===== config.mk =====
export PLATFORM = sky130hd
export DESIGN_NAME = bp_update_ctrl_flat
export DESIGN_NICKNAME = d
export VERILOG_FILES = /design/src/rtl/bp_update_ctrl_pkg.sv /design/src/rtl/bp_update_ctrl_if.sv /design/src/rtl/bp_upd_fifo.sv /design/src/rtl/bp_update_ctrl.sv /design/src/flat_wrapper.sv
export SDC_FILE = /design/constraint.sdc
export NUM_CORES = 1
export LEC_CHECK = 0
export BUFFER_PORTS_ARGS = -buffer_cell sky130_fd_sc_hd__clkbuf_2
export CELL_PAD_IN_SITES_DETAIL_PLACEMENT = 1
export CELL_PAD_IN_SITES_GLOBAL_PLACEMENT = 1
export CORE_ASPECT_RATIO = 1.1
export CORE_MARGIN = 4
export CORE_UTILIZATION = 25
export CTS_BUF_LIST = sky130_fd_sc_hd__clkbuf_4 sky130_fd_sc_hd__clkbuf_8 sky130_fd_sc_hd__clkbuf_16
export CTS_CLUSTER_DIAMETER = 100
export CTS_CLUSTER_SIZE = 14
export DETAILED_ROUTE_END_ITERATION = 7
export GPL_TIMING_DRIVEN = 0
export PLACE_DENSITY = 0.58
export SYNTH_ARGS = -nofsm -noshare
export SYNTH_HDL_FRONTEND = slang
export SYNTH_HIERARCHICAL = 1
export SYNTH_SLANG_ARGS = --single-unit

===== constraint.sdc =====
create_clock -name clk -period 5.2 [get_ports clk]
set_input_delay 1.04 -clock clk [delete_from_list [all_inputs] [get_ports clk]]
set_output_delay 1.04 -clock clk [all_outputs]
set_load 0.005 [all_outputs]

===== src/rtl/bp_update_ctrl_pkg.sv =====
// bp_update_ctrl_pkg
//   Shared definitions for the branch-predictor update controller:
//   default table geometry, FSM state encoding and the EX-update FIFO
//   entry layout.
//   Optional feature macro used by the design files: BP_UPD_COALESCE_EN.
package bp_update_ctrl_pkg;

  // Defaults kept in line with the predictor table (256 entries, 32-bit pc).
  localparam int BP_ADDR_W = 32;
  localparam int BP_IDX_W  = 8;
  localparam int BP_DEPTH  = 4;

  typedef enum logic {
    ST_CLEAR = 1'b0,
    ST_RUN   = 1'b1
  } bp_state_e;

  // FIFO entry layout, MSB first: {pc, target, taken}.
  // Modules with a non-default ADDR_W pack the same field order into a
  // flat vector of entry_w(ADDR_W) bits.
  typedef struct packed {
    logic [BP_ADDR_W-1:0] pc;
    logic [BP_ADDR_W-1:0] target;
    logic                 taken;
  } bp_entry_t;

  function automatic int unsigned entry_w(input int unsigned addr_w);
    return 2 * addr_w + 1;
  endfunction

endpackage


===== src/rtl/bp_update_ctrl_if.sv =====
// bp_update_ctrl_if
//   Bundles the EX resolution inputs, the config write port and the
//   predictor-table write port of bp_update_ctrl.
//   master : driver side (EX stage / config / observer of table writes)
//   slave  : the update controller itself
//   Signals:
//     flush_req              request full table clear (pulse)
//     br_update/br/br_address/br_pc   EX branch resolution
//     cfg_we/cfg_pc/cfg_target/cfg_taken  config write (not stallable)
//     tbl_we/tbl_idx/tbl_tag/tbl_target/tbl_taken/tbl_valid  table write
//     busy                   clear sweep in progress
//     upd_drop               registered pulse, EX update lost to overflow
interface bp_update_ctrl_if
  import bp_update_ctrl_pkg::*;
#(
  parameter int ADDR_W = BP_ADDR_W,
  parameter int IDX_W  = BP_IDX_W
);

  logic              flush_req;
  logic              br_update;
  logic              br;
  logic [ADDR_W-1:0] br_address;
  logic [ADDR_W-1:0] br_pc;
  logic              cfg_we;
  logic [ADDR_W-1:0] cfg_pc;
  logic [ADDR_W-1:0] cfg_target;
  logic              cfg_taken;
  logic              tbl_we;
  logic [IDX_W-1:0]  tbl_idx;
  logic [ADDR_W-1:0] tbl_tag;
  logic [ADDR_W-1:0] tbl_target;
  logic              tbl_taken;
  logic              tbl_valid;
  logic              busy;
  logic              upd_drop;

  modport master (
    output flush_req, br_update, br, br_address, br_pc,
    output cfg_we, cfg_pc, cfg_target, cfg_taken,
    input  tbl_we, tbl_idx, tbl_tag, tbl_target, tbl_taken, tbl_valid,
    input  busy, upd_drop
  );

  modport slave (
    input  flush_req, br_update, br, br_address, br_pc,
    input  cfg_we, cfg_pc, cfg_target, cfg_taken,
    output tbl_we, tbl_idx, tbl_tag, tbl_target, tbl_taken, tbl_valid,
    output busy, upd_drop
  );

endinterface


===== src/rtl/bp_upd_fifo.sv =====
// bp_upd_fifo
//   Small synchronous FIFO for buffered EX branch updates.
//   Ports:
//     clk, rst          clock, asynchronous active-low reset
//     flush             empty the FIFO (pointers/count back to 0)
//     push, push_data   enqueue; accepted when not full or popping
//     pop               dequeue head; ignored when empty
//     full, empty       status
//     head_data         combinational view of the oldest entry
//   With BP_UPD_COALESCE_EN defined, extra ports expose the youngest entry:
//     yng_q             youngest entry contents
//     yng_we, yng_data  overwrite the youngest entry in place
//     yng_popping       the youngest entry is the one being popped now
module bp_upd_fifo #(
  parameter int DEPTH = 4,
  parameter int W     = 65
) (
  input  logic         clk,
  input  logic         rst,
  input  logic         flush,
  input  logic         push,
  input  logic [W-1:0] push_data,
  input  logic         pop,
`ifdef BP_UPD_COALESCE_EN
  input  logic         yng_we,
  input  logic [W-1:0] yng_data,
  output logic [W-1:0] yng_q,
  output logic         yng_popping,
`endif
  output logic         full,
  output logic         empty,
  output logic [W-1:0] head_data
);

  localparam int PTR_W = $clog2(DEPTH);

  logic [PTR_W-1:0] wr_ptr_reg;
  logic [PTR_W-1:0] rd_ptr_reg;
  logic [PTR_W:0]   count_reg;
  logic [W-1:0]     mem [DEPTH];
  logic             push_ok;
  logic             pop_ok;

  assign full    = (count_reg == (PTR_W+1)'(DEPTH));
  assign empty   = (count_reg == '0);
  // A full FIFO still accepts a push when the head leaves in the same cycle.
  assign push_ok = push && (!full || pop);
  assign pop_ok  = pop && !empty;

`ifdef BP_UPD_COALESCE_EN
  logic [PTR_W-1:0] yng_ptr;
  assign yng_ptr     = wr_ptr_reg - 1'b1;
  assign yng_q       = mem[yng_ptr];
  // When non-empty, youngest == head only with a single entry left.
  assign yng_popping = pop_ok && (yng_ptr == rd_ptr_reg);
`endif

  always_ff @(posedge clk or negedge rst) begin
    if (!rst) begin
      wr_ptr_reg <= '0;
      rd_ptr_reg <= '0;
      count_reg  <= '0;
    end else if (flush) begin
      wr_ptr_reg <= '0;
      rd_ptr_reg <= '0;
      count_reg  <= '0;
    end else begin
      if (push_ok) wr_ptr_reg <= wr_ptr_reg + 1'b1;
      if (pop_ok)  rd_ptr_reg <= rd_ptr_reg + 1'b1;
      if (push_ok && !pop_ok)      count_reg <= count_reg + 1'b1;
      else if (!push_ok && pop_ok) count_reg <= count_reg - 1'b1;
    end
  end

  // Entry storage needs no reset: count/pointers define what is valid.
  for (genvar gi = 0; gi < DEPTH; gi++) begin : g_entry
    logic [W-1:0] entry_reg;
    always_ff @(posedge clk) begin
      if (push_ok && wr_ptr_reg == PTR_W'(gi)) begin
        entry_reg <= push_data;
      end
`ifdef BP_UPD_COALESCE_EN
      else if (yng_we && yng_ptr == PTR_W'(gi)) begin
        entry_reg <= yng_data;
      end
`endif
    end
    assign mem[gi] = entry_reg;
  end

  assign head_data = mem[rd_ptr_reg];

endmodule


===== src/rtl/bp_update_ctrl.sv =====
// bp_update_ctrl
//   Sequences every write into the branch-predictor table. After reset or a
//   flush request it sweeps the whole table clearing valid bits (busy=1),
//   then arbitrates the single write port between config writes (highest
//   priority) and EX branch resolutions buffered in a small FIFO.
//   Ports:
//     clk   clock, rising edge
//     rst   asynchronous active-low reset
//     bus   bp_update_ctrl_if.slave: EX update, config write, table write
//           port, busy and upd_drop
//   Optional feature: BP_UPD_COALESCE_EN -- an EX update whose pc matches
//   the youngest buffered entry overwrites that entry instead of allocating.
module bp_update_ctrl
  import bp_update_ctrl_pkg::*;
#(
  parameter int DEPTH  = BP_DEPTH,
  parameter int IDX_W  = BP_IDX_W,
  parameter int ADDR_W = BP_ADDR_W
) (
  input  logic             clk,
  input  logic             rst,
  bp_update_ctrl_if.slave  bus
);

  localparam int unsigned EW = entry_w(ADDR_W);
  localparam logic [IDX_W-1:0] CLR_LAST = '1;

  bp_state_e         state_reg;
  logic [IDX_W-1:0]  clr_idx_reg;
  logic              upd_drop_reg;

  logic              in_run;
  logic              take_upd;
  logic              fifo_push;
  logic              fifo_pop;
  logic              fifo_flush;
  logic              fifo_full;
  logic              fifo_empty;
  logic              drop_next;
  logic [EW-1:0]     push_data;
  logic [EW-1:0]     head_q;
  logic [ADDR_W-1:0] head_pc;
  logic [ADDR_W-1:0] head_target;
  logic              head_taken;

  assign in_run     = (state_reg == ST_RUN);
  // Updates are only accepted while running; a flush discards the
  // same-cycle update.
  assign take_upd   = in_run && bus.br_update && !bus.flush_req;
  assign fifo_pop   = in_run && !bus.cfg_we && !fifo_empty;
  assign fifo_flush = in_run && bus.flush_req;
  assign push_data  = {bus.br_pc, bus.br_address, bus.br};

  assign head_pc     = head_q[EW-1 -: ADDR_W];
  assign head_target = head_q[ADDR_W -: ADDR_W];
  assign head_taken  = head_q[0];

`ifdef BP_UPD_COALESCE_EN
  logic [EW-1:0] yng_q;
  logic          yng_popping;
  logic          coalesce;

  // Merge into the youngest entry unless that entry leaves this cycle.
  assign coalesce  = take_upd && !fifo_empty && !yng_popping &&
                     (yng_q[EW-1 -: ADDR_W] == bus.br_pc);
  assign fifo_push = take_upd && !coalesce;
`else
  assign fifo_push = take_upd;
`endif

  // Lost update: nowhere to put it and nothing leaves this cycle.
  assign drop_next = fifo_push && fifo_full && !fifo_pop;

  bp_upd_fifo #(
    .DEPTH (DEPTH),
    .W     (EW)
  ) u_fifo (
    .clk         (clk),
    .rst         (rst),
    .flush       (fifo_flush),
    .push        (fifo_push),
    .push_data   (push_data),
    .pop         (fifo_pop),
`ifdef BP_UPD_COALESCE_EN
    .yng_we      (coalesce),
    .yng_data    (push_data),
    .yng_q       (yng_q),
    .yng_popping (yng_popping),
`endif
    .full        (fifo_full),
    .empty       (fifo_empty),
    .head_data   (head_q)
  );

  always_ff @(posedge clk or negedge rst) begin
    if (!rst) begin
      state_reg    <= ST_CLEAR;
      clr_idx_reg  <= '0;
      upd_drop_reg <= 1'b0;
    end else begin
      upd_drop_reg <= drop_next;
      case (state_reg)
        ST_CLEAR: begin
          if (bus.flush_req) begin
            clr_idx_reg <= '0;
          end else begin
            clr_idx_reg <= clr_idx_reg + 1'b1;
            if (clr_idx_reg == CLR_LAST) state_reg <= ST_RUN;
          end
        end
        ST_RUN: begin
          if (bus.flush_req) begin
            state_reg   <= ST_CLEAR;
            clr_idx_reg <= '0;
          end
        end
        default: begin
          state_reg   <= ST_CLEAR;
          clr_idx_reg <= '0;
        end
      endcase
    end
  end

  // Write port: combinational from state, cfg inputs and FIFO head. During
  // a flush cycle in RUN the port still follows its normal arbitration; the
  // sweep that follows overwrites the whole table anyway.
  logic              tbl_we_c;
  logic [IDX_W-1:0]  tbl_idx_c;
  logic [ADDR_W-1:0] tbl_tag_c;
  logic [ADDR_W-1:0] tbl_target_c;
  logic              tbl_taken_c;
  logic              tbl_valid_c;

  always_comb begin
    tbl_we_c     = 1'b0;
    tbl_idx_c    = '0;
    tbl_tag_c    = '0;
    tbl_target_c = '0;
    tbl_taken_c  = 1'b0;
    tbl_valid_c  = 1'b0;
    if (!in_run) begin
      tbl_we_c  = 1'b1;
      tbl_idx_c = clr_idx_reg;
    end else if (bus.cfg_we) begin
      tbl_we_c     = 1'b1;
      tbl_idx_c    = bus.cfg_pc[IDX_W+1:2];
      tbl_tag_c    = bus.cfg_pc;
      tbl_target_c = bus.cfg_target;
      tbl_taken_c  = bus.cfg_taken;
      tbl_valid_c  = 1'b1;
    end else if (!fifo_empty) begin
      tbl_we_c     = 1'b1;
      tbl_idx_c    = head_pc[IDX_W+1:2];
      tbl_tag_c    = head_pc;
      tbl_target_c = head_target;
      tbl_taken_c  = head_taken;
      tbl_valid_c  = 1'b1;
    end
  end

  assign bus.tbl_we     = tbl_we_c;
  assign bus.tbl_idx    = tbl_idx_c;
  assign bus.tbl_tag    = tbl_tag_c;
  assign bus.tbl_target = tbl_target_c;
  assign bus.tbl_taken  = tbl_taken_c;
  assign bus.tbl_valid  = tbl_valid_c;
  assign bus.busy       = !in_run;
  assign bus.upd_drop   = upd_drop_reg;

endmodule


===== src/flat_wrapper.sv =====
// flat-port wrapper written by rule: the top's interface ports become plain ports
module bp_update_ctrl_flat import bp_update_ctrl_pkg::*;
#(
  parameter int DEPTH  = BP_DEPTH,
  parameter int IDX_W  = BP_IDX_W,
  parameter int ADDR_W = BP_ADDR_W
)
  (clk, rst, bus_flush_req, bus_br_update, bus_br, bus_br_address, bus_br_pc, bus_cfg_we, bus_cfg_pc, bus_cfg_target, bus_cfg_taken, bus_tbl_we, bus_tbl_idx, bus_tbl_tag, bus_tbl_target, bus_tbl_taken, bus_tbl_valid, bus_busy, bus_upd_drop);
  bp_update_ctrl_if #(.ADDR_W(ADDR_W), .IDX_W(IDX_W)) bus_i ();
  input  logic clk;
  input  logic rst;
  input wire logic [$bits(bus_i.flush_req)-1:0] bus_flush_req;
  input wire logic [$bits(bus_i.br_update)-1:0] bus_br_update;
  input wire logic [$bits(bus_i.br)-1:0] bus_br;
  input wire logic [$bits(bus_i.br_address)-1:0] bus_br_address;
  input wire logic [$bits(bus_i.br_pc)-1:0] bus_br_pc;
  input wire logic [$bits(bus_i.cfg_we)-1:0] bus_cfg_we;
  input wire logic [$bits(bus_i.cfg_pc)-1:0] bus_cfg_pc;
  input wire logic [$bits(bus_i.cfg_target)-1:0] bus_cfg_target;
  input wire logic [$bits(bus_i.cfg_taken)-1:0] bus_cfg_taken;
  output wire logic [$bits(bus_i.tbl_we)-1:0] bus_tbl_we;
  output wire logic [$bits(bus_i.tbl_idx)-1:0] bus_tbl_idx;
  output wire logic [$bits(bus_i.tbl_tag)-1:0] bus_tbl_tag;
  output wire logic [$bits(bus_i.tbl_target)-1:0] bus_tbl_target;
  output wire logic [$bits(bus_i.tbl_taken)-1:0] bus_tbl_taken;
  output wire logic [$bits(bus_i.tbl_valid)-1:0] bus_tbl_valid;
  output wire logic [$bits(bus_i.busy)-1:0] bus_busy;
  output wire logic [$bits(bus_i.upd_drop)-1:0] bus_upd_drop;
  assign bus_i.flush_req = bus_flush_req;
  assign bus_i.br_update = bus_br_update;
  assign bus_i.br = bus_br;
  assign bus_i.br_address = bus_br_address;
  assign bus_i.br_pc = bus_br_pc;
  assign bus_i.cfg_we = bus_cfg_we;
  assign bus_i.cfg_pc = bus_cfg_pc;
  assign bus_i.cfg_target = bus_cfg_target;
  assign bus_i.cfg_taken = bus_cfg_taken;
  assign bus_tbl_we = bus_i.tbl_we;
  assign bus_tbl_idx = bus_i.tbl_idx;
  assign bus_tbl_tag = bus_i.tbl_tag;
  assign bus_tbl_target = bus_i.tbl_target;
  assign bus_tbl_taken = bus_i.tbl_taken;
  assign bus_tbl_valid = bus_i.tbl_valid;
  assign bus_busy = bus_i.busy;
  assign bus_upd_drop = bus_i.upd_drop;
  bp_update_ctrl #(.DEPTH(DEPTH), .IDX_W(IDX_W), .ADDR_W(ADDR_W)) u_core (.clk(clk), .rst(rst), .bus(bus_i));
endmodule

==> metrics <==
Clk Latency, worst-skew pair=0.52 ns; DRT Pass-1 Iters=4; final wirelength=30.3 mm; initial antenna violation count=3; postcts setup bufs=0; Tot GR Track Use=12.4%; outcome=complete, no violations; DIE AREA=48400 sq um; top-count cell post-synth=edfxtp_1; die span in y=230 um; post-place setup slack=1.10 ns; DRC=0; Synth warnings=6; vias after detailed routing=6273; slowest cell on the critical path=nor2_1; Fmax=251 MHz; Slew @ Worst Pin=0.977 ns; aggregate global routing overflow=0; layout cells sized above 1=44.2%; CTS tree=yes; hold-fix buffers at CTS=0; Sw Pwr=0.807 mW; sequential area share after synthesis=73.2%; RSZ-0062 raised after global routing=false; Longest Clk Path Bufs=3; Sw Ratio=19.2%; CP arrival=2.95 ns; Placed Instance Area=13100 sq um; Tightest Hold Check Type=in2async; first-pass GRT wire length=45.4 mm; vias in the first global route=7050; fin area=13900 sq um; Setup TNS=0 ns; Inserted Clock Buffers=23; Top Ports=212; Final #Nets=936; share of synthesized registers carrying an async set or reset=6.14%; worst vdd ir=0.000216 V; clock sinks=277; WP data required=4.16 ns; clk slew on worst S/H paths=0.07 ns; buffer and inverter count on the worst path=4; I/O Buffers=211; largest net degree at the start of global routing=42; vias per std cell=4.51; Routed Antenna Nets=0; clock power share=40.0%; PnR worst setup slack=1.21 ns; Reg2Reg Setup Slack=2.11 ns; unique cell type count in the Yosys netlist=49; skew final=0.0119 ns; Avg Cell Area, Syn=20.3 sq um; CP endpoint kind=primary output; Synth Cell Area=11200 sq um; Pint=3.40 mW; root buffer cell=clkbuf_16; dpl hpwl=20.8 mm; post-cts resize count=0; top cell type's share of synthesized area=69.4%; max-slew violation count=0; static leakage=4.95 nW; Cell Chain, Critical Path=clkbuf_2, inv_1, nor2_1, buf_2, a22o_1, clkbuf_2; Core Region=44500 sq um; Initial Util=25.3%; relative max-transition margin=34.6%; EDFF count, synth=260; Register Area=8230 sq um; combinational group share of total power=2.1%; Yosys reg bits=277; Layout area overhead=23.2%; delay-heaviest family, CP=buffers and inverters; top cells by count, synth=260 x edfxtp_1, 65 x mux4_2, 59 x a22o_1, 17 x dfrtp_1; most frequent CP cell=clkbuf_2; PD cells=304 nW/um^2; DRT iter0 DRCs=275; Most used DFF post-synth=edfxtp_1; Flop pwr share=57.9%; footprint of the multi-input gates=2770 sq um; CP Max Fanout=10; Max Cap Viol=0; row count=81; main area contributors after synthesis=edfxtp_1 69%, mux4_2 13%, a22o_1 4.6%; Min Clock Period, post-route=3.99 ns; Final period util=76.7%; final hold vios=0; Largest register FFs=260; die width=210 um; fill count=4613; drt wl/cell=21.8 um; critical path launch point type=input port; Worst path max stage delay=0.75 ns; H-tree levels=1; Mapped Cells=555; CP Class=in2out; Post-Syn Nets=696; Placer Congestion=0.710; final setup fails=0; leading area contributor after synthesis=edfxtp_1
==> through the flow <==
step | instances | hold slack (ns) | power [mW] | util (%)
3_5_place_dp | 1351 | 0.581 | 2.58 | 29.5
2_1_floorplan | 555 | 0.537 | 2.50 | -
6_report | 1392 | 0.491 | 4.21 | 31.1
3_3_place_gp | 1347 | 0.567 | 2.57 | 29.3
4_1_cts | 1391 | 0.481 | 4.29 | 31.1
5_1_grt | 1391 | 0.514 | 4.39 | 31.1
==> path summary, 6_finish.rpt <==
check | from | end | cells past startpoint
min in group clk | u_core/clr_idx_reg[6]$_DFFE_PN0P_ | u_core/clr_idx_reg[6]$_DFFE_PN0P_ | 2
min | rst | u_core/bus.upd_drop$_DFF_PN0_ | 1
max reg2reg | u_core/in_run$_DFF_PN0_ | u_core/u_fifo/g_entry[3].entry_reg[9]$_DFFE_PP_ | 6
max in group asynchronous | rst | u_core/u_fifo/rd_ptr_reg[0]$_DFFE_PN0P_ | 1
max | bus_cfg_we | bus_tbl_target[31] | 6
min reg2reg | u_core/clr_idx_reg[6]$_DFFE_PN0P_ | u_core/clr_idx_reg[6]$_DFFE_PN0P_ | 2
==> worst reg2reg max path, cell delays in order, from the launching register on <==
cell	delay, ns
dfrtp_1	0.50
clkbuf_1	0.45
and3b_1	0.32
clkbuf_1	0.40
o21a_4	0.26
and2_4	0.49
buf_16	0.31
==> cell usage in the layout, fill, tap and decap left out, types with 6 or more instances in the layout <==
cell type,instances
edfxtp_1,260
a21o_1,6
a221o_1,7
dfrtp_1,17
buf_2,12
clkbuf_1,8
inv_1,9
clkbuf_16,23
mux4_2,65
a22o_1,59
and3_1,6
buf_4,12
nor2_1,11
clkbuf_4,16
clkbuf_2,211
==> power groups by stage <==
stage	clock network, mW	registers (mW)	logic, mW
finish	1.68	2.44	0.0865
global placement	0	2.49	0.0838
global route	1.85	2.44	0.0999
CTS	1.76	2.44	0.0891
floorplan	0	2.49	0.00853
detailed placement	0	2.49	0.0889
==> per-layer routing <==
metal / up-vias / share of wire, % / GRT usage (%)
li1: 2806 / - / -
met1: 3266 / 42 / 16.1
met2: 160 / 51 / 21.4
met3: 35 / 5.3 / 2.42
met4: 6 / 1.8 / 2.88
met5: - / 0.13 / 0
==> area by class of cell <==
type | count | area share, %
Sequential cell | 277 | 59.4
Multi-Input combinational cell | 230 | 20.0
Inverter | 10 | 0.271
Buffer | 38 | 1.52
Timing Repair Buffer | 215 | 8.42
Tap cell | 581 | 5.25
Clock buffer | 40 | 5.12
Antenna cell | 1 | 0.0181
==> cells by family (layout without fill, tap and decap cells) <==
family / count (synthesis) / count (layout) / synth area share, %
AOI/OAI and AO/OA: 93 / 93 / 6.91
adders and majority gates: 6 / 6 / 0.735
buffers and inverters: 48 / 303 / 2.20
muxes: 68 / 68 / 13.3
and+or+nand+nor: 56 / 56 / 3.04
other: 0 / 1 / 0
DFF: 277 / 277 / 73.2
xor gates and xnor gates: 7 / 7 / 0.545
Note: power is estimated with default switching activity, not from simulation.
